<file path="src/rtl/divisor_sequencial_8bits_pkg.sv">
// Shared constants and state encoding for the sequential restoring divider.
package divisor_sequencial_8bits_pkg;

  localparam int WIDTH = 8;

  typedef enum logic [1:0] {
    IDLE = 2'b00,
    CALC = 2'b01,
    FIM  = 2'b10
  } state_e;

  localparam logic [WIDTH-1:0] DIV_ZERO_QUOC = 8'hFF;
  localparam logic [2:0]       ITER_LAST     = 3'd7;

endpackage

</file>
<file path="src/rtl/divisor_sequencial_8bits_if.sv">
// start/busy/done handshake plus operand and result buses of the divider.
interface divisor_sequencial_8bits_if;
  import divisor_sequencial_8bits_pkg::*;

  logic             start;
  logic [WIDTH-1:0] dividendo;
  logic [WIDTH-1:0] divisor;
  logic [WIDTH-1:0] quociente;
  logic [WIDTH-1:0] resto;
  logic             busy;
  logic             done;
  logic             div_zero;

  modport master (
    output start, dividendo, divisor,
    input  quociente, resto, busy, done, div_zero
  );

  modport slave (
    input  start, dividendo, divisor,
    output quociente, resto, busy, done, div_zero
  );

endinterface

</file>
<file path="src/rtl/divisor_sequencial_8bits_subtrator.sv">
// 8-bit ripple-borrow subtractor: S = A - B - Bin, Bout set on underflow.
module divisor_sequencial_8bits_subtrator
  import divisor_sequencial_8bits_pkg::*;
(
  input  logic [WIDTH-1:0] A,
  input  logic [WIDTH-1:0] B,
  input  logic             Bin,
  output logic [WIDTH-1:0] S,
  output logic             Bout
);

  logic [WIDTH:0] borrow;

  assign borrow[0] = Bin;

  for (genvar i = 0; i < WIDTH; i++) begin : g_bit
    assign S[i]          = A[i] ^ B[i] ^ borrow[i];
    assign borrow[i + 1] = (~A[i] & B[i]) | (~(A[i] ^ B[i]) & borrow[i]);
  end

  assign Bout = borrow[WIDTH];

endmodule

</file>
<file path="src/rtl/divisor_sequencial_8bits.sv">
// Sequential unsigned 8/8 restoring divider, one quotient bit per clock,
// with a start/busy/done handshake and a divide-by-zero flag.
module divisor_sequencial_8bits
  import divisor_sequencial_8bits_pkg::*;
(
  input  logic                        clk,
  input  logic                        rst_n,
  divisor_sequencial_8bits_if.slave   bus
);

  state_e           state;
  logic [2:0]       cnt;
  logic [WIDTH-1:0] r_reg;
  logic [WIDTH-1:0] q_reg;
  logic [WIDTH-1:0] div_b;

  logic             msb_out;
  logic [WIDTH-1:0] r_shift;
  logic [WIDTH-1:0] diff;
  logic             bout;
  logic             accept;
  logic [WIDTH-1:0] r_next;
  logic [WIDTH-1:0] q_next;

  // Trial step: shift {R,Q} left; the bit leaving R makes the partial
  // remainder >= 256 > divisor, so the subtraction is accepted regardless of Bout.
  assign {msb_out, r_shift} = {r_reg, q_reg[WIDTH-1]};

  divisor_sequencial_8bits_subtrator u_sub (
    .A    (r_shift),
    .B    (div_b),
    .Bin  (1'b0),
    .S    (diff),
    .Bout (bout)
  );

  assign accept = msb_out | ~bout;
  assign r_next = accept ? diff : r_shift;
  assign q_next = {q_reg[WIDTH-2:0], accept};

  // NOTE: all state is updated with non-blocking assignments so every
  // register samples the pre-edge values, independent of statement order.
  always_ff @(posedge clk) begin
    if (!rst_n) begin
      state         <= IDLE;
      cnt           <= '0;
      r_reg         <= '0;
      q_reg         <= '0;
      div_b         <= '0;
      bus.quociente <= '0;
      bus.resto     <= '0;
      bus.busy      <= 1'b0;
      bus.done      <= 1'b0;
      bus.div_zero  <= 1'b0;
    end else begin
      unique case (state)
        IDLE: begin
          if (bus.start) begin
            if (bus.divisor == '0) begin
              bus.quociente <= DIV_ZERO_QUOC;
              bus.resto     <= bus.dividendo;
              bus.div_zero  <= 1'b1;
              bus.done      <= 1'b1;
              state         <= FIM;
            end else begin
              div_b         <= bus.divisor;
              r_reg         <= '0;
              q_reg         <= bus.dividendo;
              cnt           <= '0;
              bus.busy      <= 1'b1;
              bus.div_zero  <= 1'b0;
              state         <= CALC;
            end
          end
        end

        CALC: begin
          r_reg <= r_next;
          q_reg <= q_next;
          cnt   <= cnt + 3'd1;
          if (cnt == ITER_LAST) begin
            bus.quociente <= q_next;
            bus.resto     <= r_next;
            bus.busy      <= 1'b0;
            bus.done      <= 1'b1;
            state         <= FIM;
          end
        end

        FIM: begin
          bus.done <= 1'b0;
          state    <= IDLE;
        end

        default: state <= IDLE;
      endcase
    end
  end

endmodule

</file>
<file path="src/flat_wrapper.sv">
// flat-port wrapper written by rule: the top's interface ports become plain ports
module divisor_sequencial_8bits_flat import divisor_sequencial_8bits_pkg::*;
  (clk, rst_n, bus_start, bus_dividendo, bus_divisor, bus_quociente, bus_resto, bus_busy, bus_done, bus_div_zero);
  divisor_sequencial_8bits_if bus_i ();
  input  logic clk;
  input  logic rst_n;
  input wire logic [$bits(bus_i.start)-1:0] bus_start;
  input wire logic [$bits(bus_i.dividendo)-1:0] bus_dividendo;
  input wire logic [$bits(bus_i.divisor)-1:0] bus_divisor;
  output wire logic [$bits(bus_i.quociente)-1:0] bus_quociente;
  output wire logic [$bits(bus_i.resto)-1:0] bus_resto;
  output wire logic [$bits(bus_i.busy)-1:0] bus_busy;
  output wire logic [$bits(bus_i.done)-1:0] bus_done;
  output wire logic [$bits(bus_i.div_zero)-1:0] bus_div_zero;
  assign bus_i.start = bus_start;
  assign bus_i.dividendo = bus_dividendo;
  assign bus_i.divisor = bus_divisor;
  assign bus_quociente = bus_i.quociente;
  assign bus_resto = bus_i.resto;
  assign bus_busy = bus_i.busy;
  assign bus_done = bus_i.done;
  assign bus_div_zero = bus_i.div_zero;
  divisor_sequencial_8bits u_core (.clk(clk), .rst_n(rst_n), .bus(bus_i));
endmodule
</file>
<file path="config.mk">
export PLATFORM = sky130hd
export DESIGN_NAME = divisor_sequencial_8bits_flat
export DESIGN_NICKNAME = d
export VERILOG_FILES = /design/src/rtl/divisor_sequencial_8bits_pkg.sv /design/src/rtl/divisor_sequencial_8bits_if.sv /design/src/rtl/divisor_sequencial_8bits_subtrator.sv /design/src/rtl/divisor_sequencial_8bits.sv /design/src/flat_wrapper.sv
export SDC_FILE = /design/constraint.sdc
export NUM_CORES = 1
export LEC_CHECK = 0
export ABC_AREA = 1
export BUFFER_PORTS_ARGS = -buffer_cell sky130_fd_sc_hd__buf_4
export CAP_MARGIN = 30
export CORE_ASPECT_RATIO = 1.2
export CORE_UTILIZATION = 60
export DETAILED_ROUTE_END_ITERATION = 10
export HOLD_SLACK_MARGIN = 0.08
export MAX_ROUTING_LAYER = met4
export PLACE_DENSITY = 0.86
export SYNTH_ARGS = -nofsm -noshare
export SYNTH_HDL_FRONTEND = slang
export SYNTH_SLANG_ARGS = --single-unit
</file>
<file path="constraint.sdc">
create_clock -name clk -period 8.11 [get_ports clk]
set_input_delay 0.4055 -clock clk [delete_from_list [all_inputs] [get_ports clk]]
set_output_delay 0.4055 -clock clk [all_outputs]
set_load 0.02 [all_outputs]
</file>
# After elaboration in Yosys (flattened, before gate mapping)
# Cells that the tools add are included.
# word_totals
ff_bits	48
in_bits	19
out_inout_bits	19
word_cells	115
# classes
addsub	1
eq_ne	7
n_mux	31
bitwise_logic	55
n_reduce_logical	11
# ops
cell	n
8-bit two-way mux	11
8-bit one-hot mux with 2 select lines	4
1-bit NOT	17
1-bit bitwise AND	15
1-bit bitwise XOR	15
4-bit AND reduction	3
8-bit zero test	1
1-bit bitwise OR	8
1-bit two-way mux	7
2-bit two-way mux	3
3-bit two-way mux	2
3-bit one-hot mux with 2 select lines	1
3-bit AND reduction	2
2-bit by 1-bit != test with 1-bit output (second input constant)	2
2-bit != test (second input constant)	2
2-bit one-hot mux with 2 select lines	1
2-bit AND reduction	2
3-bit by 1-bit adder with 3-bit output (second input constant)	1
3-bit == test (second input constant)	1
1-bit one-hot mux with 3 select lines	1
3-bit nonzero test	1
2-bit by 1-bit == test with 1-bit output (second input constant)	1
2-bit == test (second input constant)	1
2-bit zero test	1
other kinds (2)	2

# Depth between registers and ports, before layout
# logic_depth
depth_word	21
depth_mapped	16

# Hierarchy
# A second synthesis with hierarchy kept.
# unflattened
hier_cells	338
hier_area_um2	2444.8
# by_module_without_submodules
module	instances	cells_each	area_each_um2	seq_area_each_um2
divisor_sequencial_8bits	1	312	2217.1	960.9
divisor_sequencial_8bits_subtrator	1	26	227.7	0.0

# Worst setup path before layout
# OpenSTA, ideal clock, no wires.
# synth_timing
path_type	register to register
from	reg u_core.q_reg[7]
to	reg u_core.bus.resto[0]
arrival_time_ps	3932
t_required_ps	7997
slack_ps	4066
stages_incl_launch_ff	17
path_buffers	1
period_less_slack_ps	4044
path_cell_list	dfxtp_1 inv_1 ha_1 fa_1 fa_1 fa_1 fa_1 fa_1 fa_1 fa_1 clkbuf_1 nand2_2 nor2_1 o21ai_0 nand2_1 nor2_1 nor2_1
# synth_via
elab_chain_cells	21
word_cells_on_any_way	22
# synth_lines
item	line_no	source
start, declared	divisor_sequencial_8bits.sv:14	logic [WIDTH-1:0] q_reg;
start signal, assigned	divisor_sequencial_8bits.sv:68	q_reg <= bus.dividendo;
start signal, assigned	divisor_sequencial_8bits.sv:79	q_reg <= q_next;
1-bit NOT	divisor_sequencial_8bits_subtrator.sv:18	assign borrow[i + 1] = (~A[i] & B[i]) | (~(A[i] ^ B[i]) & borrow[i]);
1-bit bitwise AND (2 in a row)	divisor_sequencial_8bits_subtrator.sv:18	
1-bit bitwise OR	divisor_sequencial_8bits_subtrator.sv:18	
1-bit bitwise AND	divisor_sequencial_8bits_subtrator.sv:18	
1-bit bitwise OR	divisor_sequencial_8bits_subtrator.sv:18	
1-bit bitwise AND	divisor_sequencial_8bits_subtrator.sv:18	
1-bit bitwise OR	divisor_sequencial_8bits_subtrator.sv:18	
1-bit bitwise AND	divisor_sequencial_8bits_subtrator.sv:18	
[4 not listed]	n/a	
1-bit bitwise OR	divisor_sequencial_8bits_subtrator.sv:18	
1-bit bitwise AND	divisor_sequencial_8bits_subtrator.sv:18	
1-bit bitwise OR	divisor_sequencial_8bits_subtrator.sv:18	
1-bit NOT	divisor_sequencial_8bits.sv:37	assign accept = msb_out | ~bout;
1-bit bitwise OR	divisor_sequencial_8bits.sv:37	
8-bit two-way mux (*)	divisor_sequencial_8bits.sv:38	assign r_next = accept ? diff : r_shift;
8-bit two-way mux (*)	divisor_sequencial_8bits.sv:81	if (cnt == ITER_LAST) begin
8-bit one-hot mux with 2 select lines (*)	divisor_sequencial_8bits.sv:56	unique case (state)
end signal, assigned	divisor_sequencial_8bits.sv:61	bus.resto <= bus.dividendo;
end signal, assigned	divisor_sequencial_8bits.sv:83	bus.resto <= r_next;
end, declared	divisor_sequencial_8bits_if.sv:21	output quociente, resto, busy, done, div_zero
# Mark *: on every way between the ends. The rest lies on a longest branch, timed or not. The select of a mux whose other input is x is not followed.
# A chain may end at the register's enable or synchronous reset.

# Worst setup path in the final report
# layout_timing
from	reg u_core.q_reg[7]
to	reg u_core.bus.resto[5]
# layout_via
elab_chain_cells	21
word_cells_on_any_way	22
# layout_lines
item	line_no
1-bit NOT (*)	divisor_sequencial_8bits_subtrator.sv:18
1-bit bitwise AND (*) (2 in a row)	divisor_sequencial_8bits_subtrator.sv:18
1-bit bitwise OR (*)	divisor_sequencial_8bits_subtrator.sv:18
1-bit bitwise AND (*)	divisor_sequencial_8bits_subtrator.sv:18
1-bit bitwise OR (*)	divisor_sequencial_8bits_subtrator.sv:18
1-bit bitwise AND (*)	divisor_sequencial_8bits_subtrator.sv:18
1-bit bitwise OR (*)	divisor_sequencial_8bits_subtrator.sv:18
1-bit bitwise AND (*)	divisor_sequencial_8bits_subtrator.sv:18
[4 not listed]	n/a
1-bit bitwise OR	divisor_sequencial_8bits_subtrator.sv:18
1-bit bitwise AND	divisor_sequencial_8bits_subtrator.sv:18
1-bit bitwise OR	divisor_sequencial_8bits_subtrator.sv:18
1-bit NOT	divisor_sequencial_8bits.sv:37
1-bit bitwise OR	divisor_sequencial_8bits.sv:37
8-bit two-way mux (*)	divisor_sequencial_8bits.sv:38
8-bit two-way mux (*)	divisor_sequencial_8bits.sv:81
8-bit one-hot mux with 2 select lines (*)	divisor_sequencial_8bits.sv:56
# Marked as above.

==> run summary <==
Status: finished clean
Antenna cells: 0
Post-synthesis mux area share: 0%
HPWL after DPL: 3860 um
Row count: 24
DRT iter0 DRCs: 132
Cell breakdown of the critical path: inv_1 > ha_1 > fa_1 > fa_1 > fa_1 > fa_1 > fa_1 > fa_1 > fa_1 > nand2_2 > nor2_1 > o21ai_0 > nand2_1 > nor2_1 > nor2_1
Netlist cell types: 22
Fin Setup TNS: 0 ns
Crit share post-route: 55.5%
Clock Sink Count: 48
Clk_lat worst skew: 0.30 ns
Syn Area/Cell: 7.06 um2
Largest family of logic cells by synthesized area: simple AND/OR/NAND/NOR gates
Layout net count: 400
Clock transition at path regs: 0.08 ns
Post-synthesis compound-gate area fraction: 12.8%
Most frequent cells in the layout: nand2_1, nor2_1, dfxtp_1
PwrDens: 210 mW/mm2
RSZ-0062 raised after global routing: no
Gr usage total: 29.5%
RR Startpoint: u_core.q_reg[7]
Max-slew violations: 0
Hold Path Origin: bus_divisor[6]
Sequential cell area fraction in the yosys report: 40.2%
Cells on worst reg2reg path: 15
MaxCap Viol Count: 0
Critical path class: reg -> reg
Hold WC Path Type: in -> reg
Worst R2R Setup Slack: 3.61 ns
Max stage delay cell, worst path: fa_1
Die Y: 71.2 um
Hold Crit Depth: 3
Placement Cell Area: 0.00266 mm2
First-pass GRT wire length: 9090 um
Die area: 0.00424 mm2
Starting density of the core: 64.2%
Post-DR vias/cell: 5.16
Delay of the slowest cell on the worst path: 0.54 ns
Area Growth Syn to Fin: 15.8%
Post-CTS setup buffers: 0
Largest net degree at the start of global routing: 28
Layout cell share with drive strength beyond 1: 16.7%
# fillers: 320
TritonCTS buffer count: 5
H-tree depth: 2
Synth Instances: 339
DRT Pass-1 Iters: 5
Worst VDD drop: 0.000138 V
Most used cell, CP: fa_1
FMAX: 0.222 GHz
Synth Register Bits: 48
Number of global-route vias before repair: 2,117
Hold buffers post-CTS: 0
Commonest non-fill, non-tap cell in the layout: nand2_1
Initial antenna violation count: 0
CTS tree: yes
Post-synth net total: 368
XOR/XNOR Fraction of Synth Area: 0%
Port Buf Inserts: 37
CP required: 8.31 ns
Setup Skew: 0.00302 ns
Gr ovfl total: 0
Hold Path Sink: u_core.div_b[6]
Antenna Violating Nets Remaining: 0
Post-route cell area: 0.00277 mm2
Slew HR: 51.9%
Synth warn: 0
Final min period: 4.50 ns
Critical path peak fanout: 10
Post-Syn Area: 0.00239 mm2
Final Hold Viols: 0
CTS root buf: clkbuf_8
Total Wirelength: 5430 um
Reg2Reg Capture Point: u_core.bus.resto[5]
CORE AREA: 0.00372 mm2
Via count: 2,189
Clock buffer depth: 2
PostCTS Resize Cnt: 0
WP data arrival: 4.70 ns
Leakage power: 0.00130 uW
Crit start category: flip-flop
Slew @ Worst Pin: 0.721 ns
Boundary Pins: 38
Die W: 59.6 um
Synth Area in Adders: 7.43%
Endpoint class of the critical path: flip-flop
Simple-gate share of the synthesized area: 30.4%
Placer Congestion: 0.875
Average routed wire per standard cell: 12.8 um
DRC: 0
Final setup vio count: 0
## logic make-up after synthesis
kind of cell | count (synthesis)
compound gates | 55
fa+ha+maj | 10
buf+inv | 52
flops | 48
simple gates | 174
## layout make-up
type	instances	area, um2	area share, %
Inverter	40	150	5.42
Tap cell	52	65.1	2.35
Multi-Input combinational cell	239	1210	43.7
Timing Repair Buffer	37	278	10.0
Sequential cell	48	961	34.7
Clock inverter	2	35.0	1.26
Clock buffer	6	72.6	2.62
## stage by stage
step                worst slack [ns]  total power [uW]  cells  hold slack [ns]  util, %
floorplan                       4.07               374    339            0.439        -
detailed placement              3.76               414    416            0.455     71.5
global route                    3.47               612    424            0.336     74.4
finish                          3.61               581    424            0.333     74.4
global placement                3.82               409    416            0.448     71.5
CTS                             3.69               583    424            0.327     74.4
## where the power goes
group | leakage [uW] | total (uW) | switching [uW] | internal (uW)
logic | 0.000848 | 146 | 91.7 | 54.0
registers | 0.000393 | 266 | 11.6 | 254
clock network | 0.0000552 | 170 | 78.3 | 91.5
## how the worst max path moves through the flow
stage / startpoint / endpoint / slack [ns] / depth (start not counted)
after global placement: u_core.q_reg[7] / u_core.bus.resto[7] / 3.82 / 15
after floorplan: u_core.q_reg[7] / u_core.bus.resto[0] / 4.07 / 16
after global routing: u_core.q_reg[7] / u_core.bus.resto[7] / 3.47 / 15
after CTS: u_core.q_reg[7] / u_core.bus.resto[5] / 3.69 / 15
after detailed placement: u_core.q_reg[7] / u_core.bus.resto[7] / 3.76 / 15
final: u_core.q_reg[7] / u_core.bus.resto[5] / 3.61 / 15
## Yosys cell counts
| cell | instances | share of area (%) |
|---|---|---|
| a21oi_1 | 36 | 7.5 |
| a21oi_2 | 2 | 0.73 |
| buf_2 | 3 | 0.63 |
| buf_6 | 3 | 1.4 |
| clkbuf_1 | 6 | 0.94 |
| clkinv_1 | 1 | 0.16 |
| dfxtp_1 | 48 | 40 |
| fa_1 | 7 | 5.9 |
| ha_1 | 3 | 1.6 |
| inv_1 | 36 | 5.6 |
| inv_2 | 3 | 0.47 |
| nand2_1 | 89 | 14 |
| nand2_2 | 4 | 1.0 |
| nand2_4 | 3 | 1.4 |
| nand3_1 | 15 | 3.1 |
| nand4_1 | 1 | 0.26 |
| nor2_1 | 58 | 9.1 |
| nor2_2 | 1 | 0.26 |
| nor2_4 | 2 | 0.94 |
| o21ai_0 | 15 | 3.1 |
| o21ai_4 | 2 | 1.4 |
| or2_2 | 1 | 0.26 |
## critical path: cells and delay by family (launching register included)
| family | cells | cell delay [ns] |
|---|---|---|
| compound gates | 1 | 0.31 |
| fa+ha+maj | 8 | 3.12 |
| buf+inv | 1 | 0.06 |
| flops | 1 | 0.34 |
| simple gates | 5 | 0.55 |
## layer usage
metal | global-route usage (%) | vias up | wire length (um)
met5 | - | - | 0
met4 | 17.1 | 0 | 214
met3 | 5.12 | 18 | 366
met2 | 45.3 | 89 | 2530
met1 | 35.6 | 973 | 2320
li1 | - | 1109 | -
No activity file was read; power rests on OpenSTA's default activity.
